**config.mk**
```make
export PLATFORM = sky130hd
export DESIGN_NAME = nexys_step_ctrl
export DESIGN_NICKNAME = d
export VERILOG_FILES = /design/src/rtl/nexys_step_ctrl.sv
export SDC_FILE = /design/constraint.sdc
export NUM_CORES = 1
export LEC_CHECK = 0
export CAP_MARGIN = 10
export CORE_MARGIN = 1
export CORE_UTILIZATION = 45
export CTS_BUF_LIST = sky130_fd_sc_hd__clkbuf_4
export CTS_CLUSTER_DIAMETER = 50
export DETAILED_ROUTE_END_ITERATION = 10
export HOLD_SLACK_MARGIN = 0.12
export PLACE_DENSITY = 0.77
export SYNTH_ARGS = -nofsm -noshare
export SYNTH_HDL_FRONTEND = slang
export SYNTH_SLANG_ARGS = --single-unit
```
**constraint.sdc**
```tcl
create_clock -name CLK100 -period 1.8 [get_ports CLK100]
set_input_delay 0.36 -clock CLK100 [delete_from_list [all_inputs] [get_ports CLK100]]
set_output_delay 0.36 -clock CLK100 [all_outputs]
set_load 0.01 [all_outputs]
```
**src/rtl/nexys_step_ctrl.sv**
```systemverilog
`default_nettype none
// ============================================================================
// Module  : nexys_step_ctrl
// Brief   : Debounced STEP/RUN execution controller issuing one-cycle core
//           clock-enable pulses. Optional breakpoint compare: NEXYS_STEP_BREAKPOINT_EN
// Revision: 1.0 - initial release
// ============================================================================
module nexys_step_ctrl #(
    parameter int DEBOUNCE_CYCLES = 1_000_000,
    parameter int RATE_BASE       = 100_000,
    parameter int DIV_W           = 32
) (
    input  logic        CLK100,
    input  logic        resetn,
    input  logic        btn_step_i,
    input  logic        btn_run_i,
    input  logic [2:0]  rate_sel_i,
    input  logic        halt_i,
`ifdef NEXYS_STEP_BREAKPOINT_EN
    input  logic [31:0] pc_i,
    input  logic [31:0] bp_addr_i,
    input  logic        bp_valid_i,
`endif
    output logic        cpu_en_o,
    output logic [1:0]  mode_o,
    output logic [31:0] step_cnt_o
);

    localparam int CNT_W = $clog2(DEBOUNCE_CYCLES + 1);
    localparam logic [CNT_W-1:0] c_db_last = CNT_W'(DEBOUNCE_CYCLES - 1);

    typedef enum logic [1:0] {
        ST_IDLE = 2'b00,
        ST_STEP = 2'b01,
        ST_RUN  = 2'b10,
        ST_HALT = 2'b11
    } state_t;

    logic [1:0] w_btn_raw;
    logic [1:0] w_press;
    logic       w_step_p;
    logic       w_run_p;
    logic       w_halt;

    assign w_btn_raw = {btn_run_i, btn_step_i};

    // Index 0 is STEP, index 1 is RUN; a press is the debounced level rising.
    for (genvar gi = 0; gi < 2; gi++) begin : g_btn
        logic [1:0]       r_sync;
        logic             r_deb;
        logic             r_press;
        logic [CNT_W-1:0] r_cnt;

        always_ff @(posedge CLK100 or negedge resetn) begin
            if (!resetn) begin
                r_sync  <= 2'b00;
                r_deb   <= 1'b0;
                r_press <= 1'b0;
                r_cnt   <= '0;
            end else begin
                r_sync  <= {r_sync[0], w_btn_raw[gi]};
                r_press <= 1'b0;
                if (r_sync[1] == r_deb) begin
                    r_cnt <= '0;
                end else if (r_cnt == c_db_last) begin
                    r_cnt   <= '0;
                    r_deb   <= r_sync[1];
                    r_press <= r_sync[1];
                end else begin
                    r_cnt <= r_cnt + CNT_W'(1);
                end
            end
        end

        assign w_press[gi] = r_press;
    end

    assign w_step_p = w_press[0];
    assign w_run_p  = w_press[1];

`ifdef NEXYS_STEP_BREAKPOINT_EN
    assign w_halt = halt_i | (bp_valid_i & (pc_i == bp_addr_i));
`else
    assign w_halt = halt_i;
`endif

    state_t           r_state;
    state_t           w_state_nxt;
    logic [DIV_W-1:0] r_div;
    logic [DIV_W-1:0] w_div_nxt;
    logic [DIV_W-1:0] w_period_m1;
    logic             r_cpu_en;
    logic             w_en_nxt;
    logic [31:0]      r_step_cnt;

    // Period is resampled every cycle, so a shorter rate fires as soon as the divider is past it.
    assign w_period_m1 = (DIV_W'(RATE_BASE) << rate_sel_i) - DIV_W'(1);

    always_comb begin
        w_state_nxt = r_state;
        w_div_nxt   = '0;
        w_en_nxt    = 1'b0;
        case (r_state)
            ST_IDLE: begin
                if (w_run_p) begin
                    w_state_nxt = ST_RUN;
                end else if (w_step_p) begin
                    w_state_nxt = ST_STEP;
                    w_en_nxt    = 1'b1;
                end
            end
            ST_STEP: begin
                w_state_nxt = ST_IDLE;
            end
            ST_RUN: begin
                if (w_run_p) begin
                    w_state_nxt = ST_IDLE;
                end else if (w_halt) begin
                    w_state_nxt = ST_HALT;
                end else if (r_div >= w_period_m1) begin
                    w_en_nxt = 1'b1;
                end else begin
                    w_div_nxt = r_div + DIV_W'(1);
                end
            end
            ST_HALT: begin
                if (w_run_p) begin
                    w_state_nxt = ST_IDLE;
                end else if (w_step_p) begin
                    w_state_nxt = ST_STEP;
                    w_en_nxt    = 1'b1;
                end
            end
            default: begin
                w_state_nxt = ST_IDLE;
            end
        endcase
    end

    always_ff @(posedge CLK100 or negedge resetn) begin
        if (!resetn) begin
            r_state    <= ST_IDLE;
            r_div      <= '0;
            r_cpu_en   <= 1'b0;
            r_step_cnt <= '0;
        end else begin
            r_state    <= w_state_nxt;
            r_div      <= w_div_nxt;
            r_cpu_en   <= w_en_nxt;
            r_step_cnt <= r_step_cnt + 32'(r_cpu_en);
        end
    end

    assign cpu_en_o   = r_cpu_en;
    assign mode_o     = r_state;
    assign step_cnt_o = r_step_cnt;

endmodule
`default_nettype wire

```
==> flow_metrics.tcl <==
set metrics [dict create \
    cts_root_buffer "clkbuf_4" \
    synth_top_cell_by_area "dfrtp_1" \
    startpoint_type "primary input" \
    hold_ws_ns 0.2707 \
    gp_congestion 0.8494 \
    synth.area.top_cells "dfrtp_1, xnor2_1, ha_1, xor2_1, nor2_1" \
    detailed_place.area_um2 7625 \
    peakVddDrop_mv 0.8478 \
    setup_tns_ns -28.76 \
    rsz0062_at_grt "true" \
    num_vias 5502 \
    outcome "finished, violations left" \
    dpl.hpwl_mm 9.808 \
    relSlewSlack 0.6535 \
    synth-seq-cells 115 \
    cp_cell_sequence "buf_8 > clkinvlp_4 > ha_4 > nor3_4 > nand4b_1 > nor4_4 > buf_4 > nand2_4 > xor2_2 > ha_1 > nand4_1 > buf_4 > nor2_1 > nand2_1 > o211ai_1 > buf_4 > buf_6 > buf_6 > buf_6 > nor4_1" \
    path_class "in -> reg" \
    cp_data_required_time_ns 2.20 \
    ioPinCount 43 \
    core_region_area_um2 13400 \
    drt-total-wl_mm 17.08 \
    grt-ovfl-total 0 \
    synthFlopType "dfrtp_1" \
    cts_buffers 17 \
    clockBufferDepth 2 \
    finClkSkew_ns 0.02452 \
    synth_edf_count 0 \
    fin_util 0.6597 \
    rows 42 \
    dieArea_um2 14380 \
    drive_gt1_frac 0.3057 \
    nFillCells 938 \
    drv_cap 0 \
    viasPerCell 5.519 \
    grt_pass1_wl_mm 28.04 \
    cts_tree "yes" \
    start_util 0.4669 \
    die_h_um 119.9 \
    clock_latency_ns 0.52 \
    synth.avg_cell_area_um2 10.17 \
    netlist_area_um2 6257 \
    period_minus_slack_ns 3.000 \
    antenna_found_initial 0 \
    pwr_density_cell_nw_per_um2 578.2 \
    detail_route.wl_per_cell_um 17.13 \
    cp_data_arrival_time_ns 3.40 \
    setup_ws_ns -1.200 \
    finalInstanceArea_um2 8840 \
    cp_num_buf_inv 8 \
    setup-violations-final 28 \
    yosysWarnings 0 \
    critPathSlowestCell "ha_1" \
    worst_pin_slew_ns 0.5198 \
    cts.reportedPaths.clkPinSlew_ns 0.11 \
    post-route-drc-count 0 \
    netlist.area_leader.share 0.4599 \
    syn_inst 615 \
    power.leakage_nw 4.157 \
    grt_max_degree 37 \
    violations "setup timing" \
    hold_viol_final 0 \
    yosysUniqueCellTypes 56 \
    min_path_type "in -> reg" \
    grt.total_usage 0.2445 \
    period_share 1.667 \
    synthArstFlopShare 1.000 \
    ys_seq_area_frac 0.4599 \
    antennaDiodeCount 0 \
    final_nets 855 \
    dr.pass1.iters 4 \
    syn2layout_area_growth_pct 41.27 \
    drtIter0Drc 354 \
    cts.sinks 115 \
    ctsHtreeMaxLevel 4 \
    crit_path_max_incr_delay_ns 0.29 \
    crit_fanout 6 \
    preCtsSetupSlack_ns -2.069 \
    io_buffers 42 \
    report.final.slew_viol_count 0 \
    path_delay_family "simple AND/OR/NAND/NOR gates" \
    max_clock_freq_mhz 333.3 \
    ant_nets 0 \
    worstSetupEndpointType "flip-flop" \
    die_x_um 119.9 \
    grt_pass1_vias 5753 \
]
## power by group
part | switching, W | internal, W
clock | 0.00103 | 0.000970
sequential | 0.0000141 | 0.00261
combinational | 0.000265 | 0.000230
## final cells by class
class / instances / area (um^2) / area share
clock inverter: 14 / 163.9 / 0.01854
clock buffer: 18 / 135.1 / 0.01529
multi-input combinational: 472 / 3657 / 0.4137
inverter: 19 / 77.57 / 0.008776
sequential: 115 / 2880 / 0.3258
timing repair buffer: 183 / 1705 / 0.1929
tap: 176 / 220.2 / 0.02491
## cell usage after synthesis (2+ instances only)
library cell,number
nand3_1,28
nand4_1,24
nor4b_1,4
mux2_2,2
and2_1,3
nor4_2,3
nand2_1,50
a221oi_1,2
nor4bb_1,2
and3_1,8
nor4_1,30
xor2_1,43
nor3b_1,3
xnor2_1,59
buf_2,7
inv_1,19
mux2i_1,2
dfrtp_1,115
a211oi_1,2
nand4b_1,3
nand4_2,2
or2_2,4
clkbuf_1,4
o21ai_0,7
nor2b_1,4
a21o_1,3
buf_4,2
and4_1,9
nor2_1,72
a21oi_1,13
nand3_2,2
nor3_1,19
ha_1,39
nand2b_1,4
## layout by cell type, fill, tap and decap left out, drive strengths merged, types with 4 or more instances in the layout
cell / instances
clkbuf: 19
nor4: 34
nor4b: 5
o21ai: 7
nor2b: 4
inv: 18
ha: 39
nand2: 51
dlymetal6s2s: 4
a21oi: 13
nand3: 30
and3: 8
and4: 10
dlygate4sd2: 29
or2: 5
nor3: 19
clkinv: 8
nand2b: 4
dfrtp: 115
clkinvlp: 4
buf: 144
xor2: 43
nor2: 72
xnor2: 59
nand4: 27
conb: 7
## repair_timing
item | 4_1_cts | 5_1_grt
resized for setup | 104 | 36
hold buffers | 1 | 0
hold endpoints to repair | 32 | 0
setup buffers | 37 | 10
gates cloned | 6 | 1
setup endpoints to repair | 81 | 83
pin swaps | 17 | 17
## flip-flops by register name (all words and copies together), names as in the netlist
name,count
g_btn.r_cnt,40
r_div,32
step_cnt_o,32
g_btn.r_sync,4
g_btn.r_deb,2
g_btn.r_press,2
mode_o,2
cpu_en_o,1
## per-stage QoR
stage          cells  total power (W)
2_1_floorplan    621         0.002869
5_1_grt          997         0.005326
4_1_cts          987         0.005075
6_report         997         0.005111
3_3_place_gp     912         0.003064
3_5_place_dp     912         0.003081
## per-layer routing
layer	part of all wire	global-route usage	vias up
met5	0	0	-
met4	0.030	0.1000	0
met3	0.048	0.05323	55
met2	0.51	0.4174	175
met1	0.41	0.2981	2719
li1	-	-	2553
## path summary, 6_finish.rpt
kind	to	start	depth (start not counted)	slack, ns
min in group asynchronous	mode_o[0]	resetn	2	0.36
hold / removal	g_btn[0].r_sync[0]	btn_step_i	1	0.27
hold reg to reg	g_btn[1].r_sync[1]	g_btn[1].r_sync[0]	0	0.36
max in group asynchronous	r_div[22]	resetn	3	0.85
setup / recovery	r_div[18]	rate_sel_i[0]	20	-1.20
setup reg to reg	r_div[4]	r_div[18]	8	-0.33
## kinds of logic after synthesis
family / share of synthesized area
muxes: 0.006799
xor gates and xnor gates: 0.1428
other: 0.0005993
adders and majority gates: 0.07798
DFF: 0.4599
and+or+nand+nor: 0.2472
buffers and inverters: 0.02419
AOI/OAI and AO/OA: 0.04059
(Power assumes the default switching activity.)
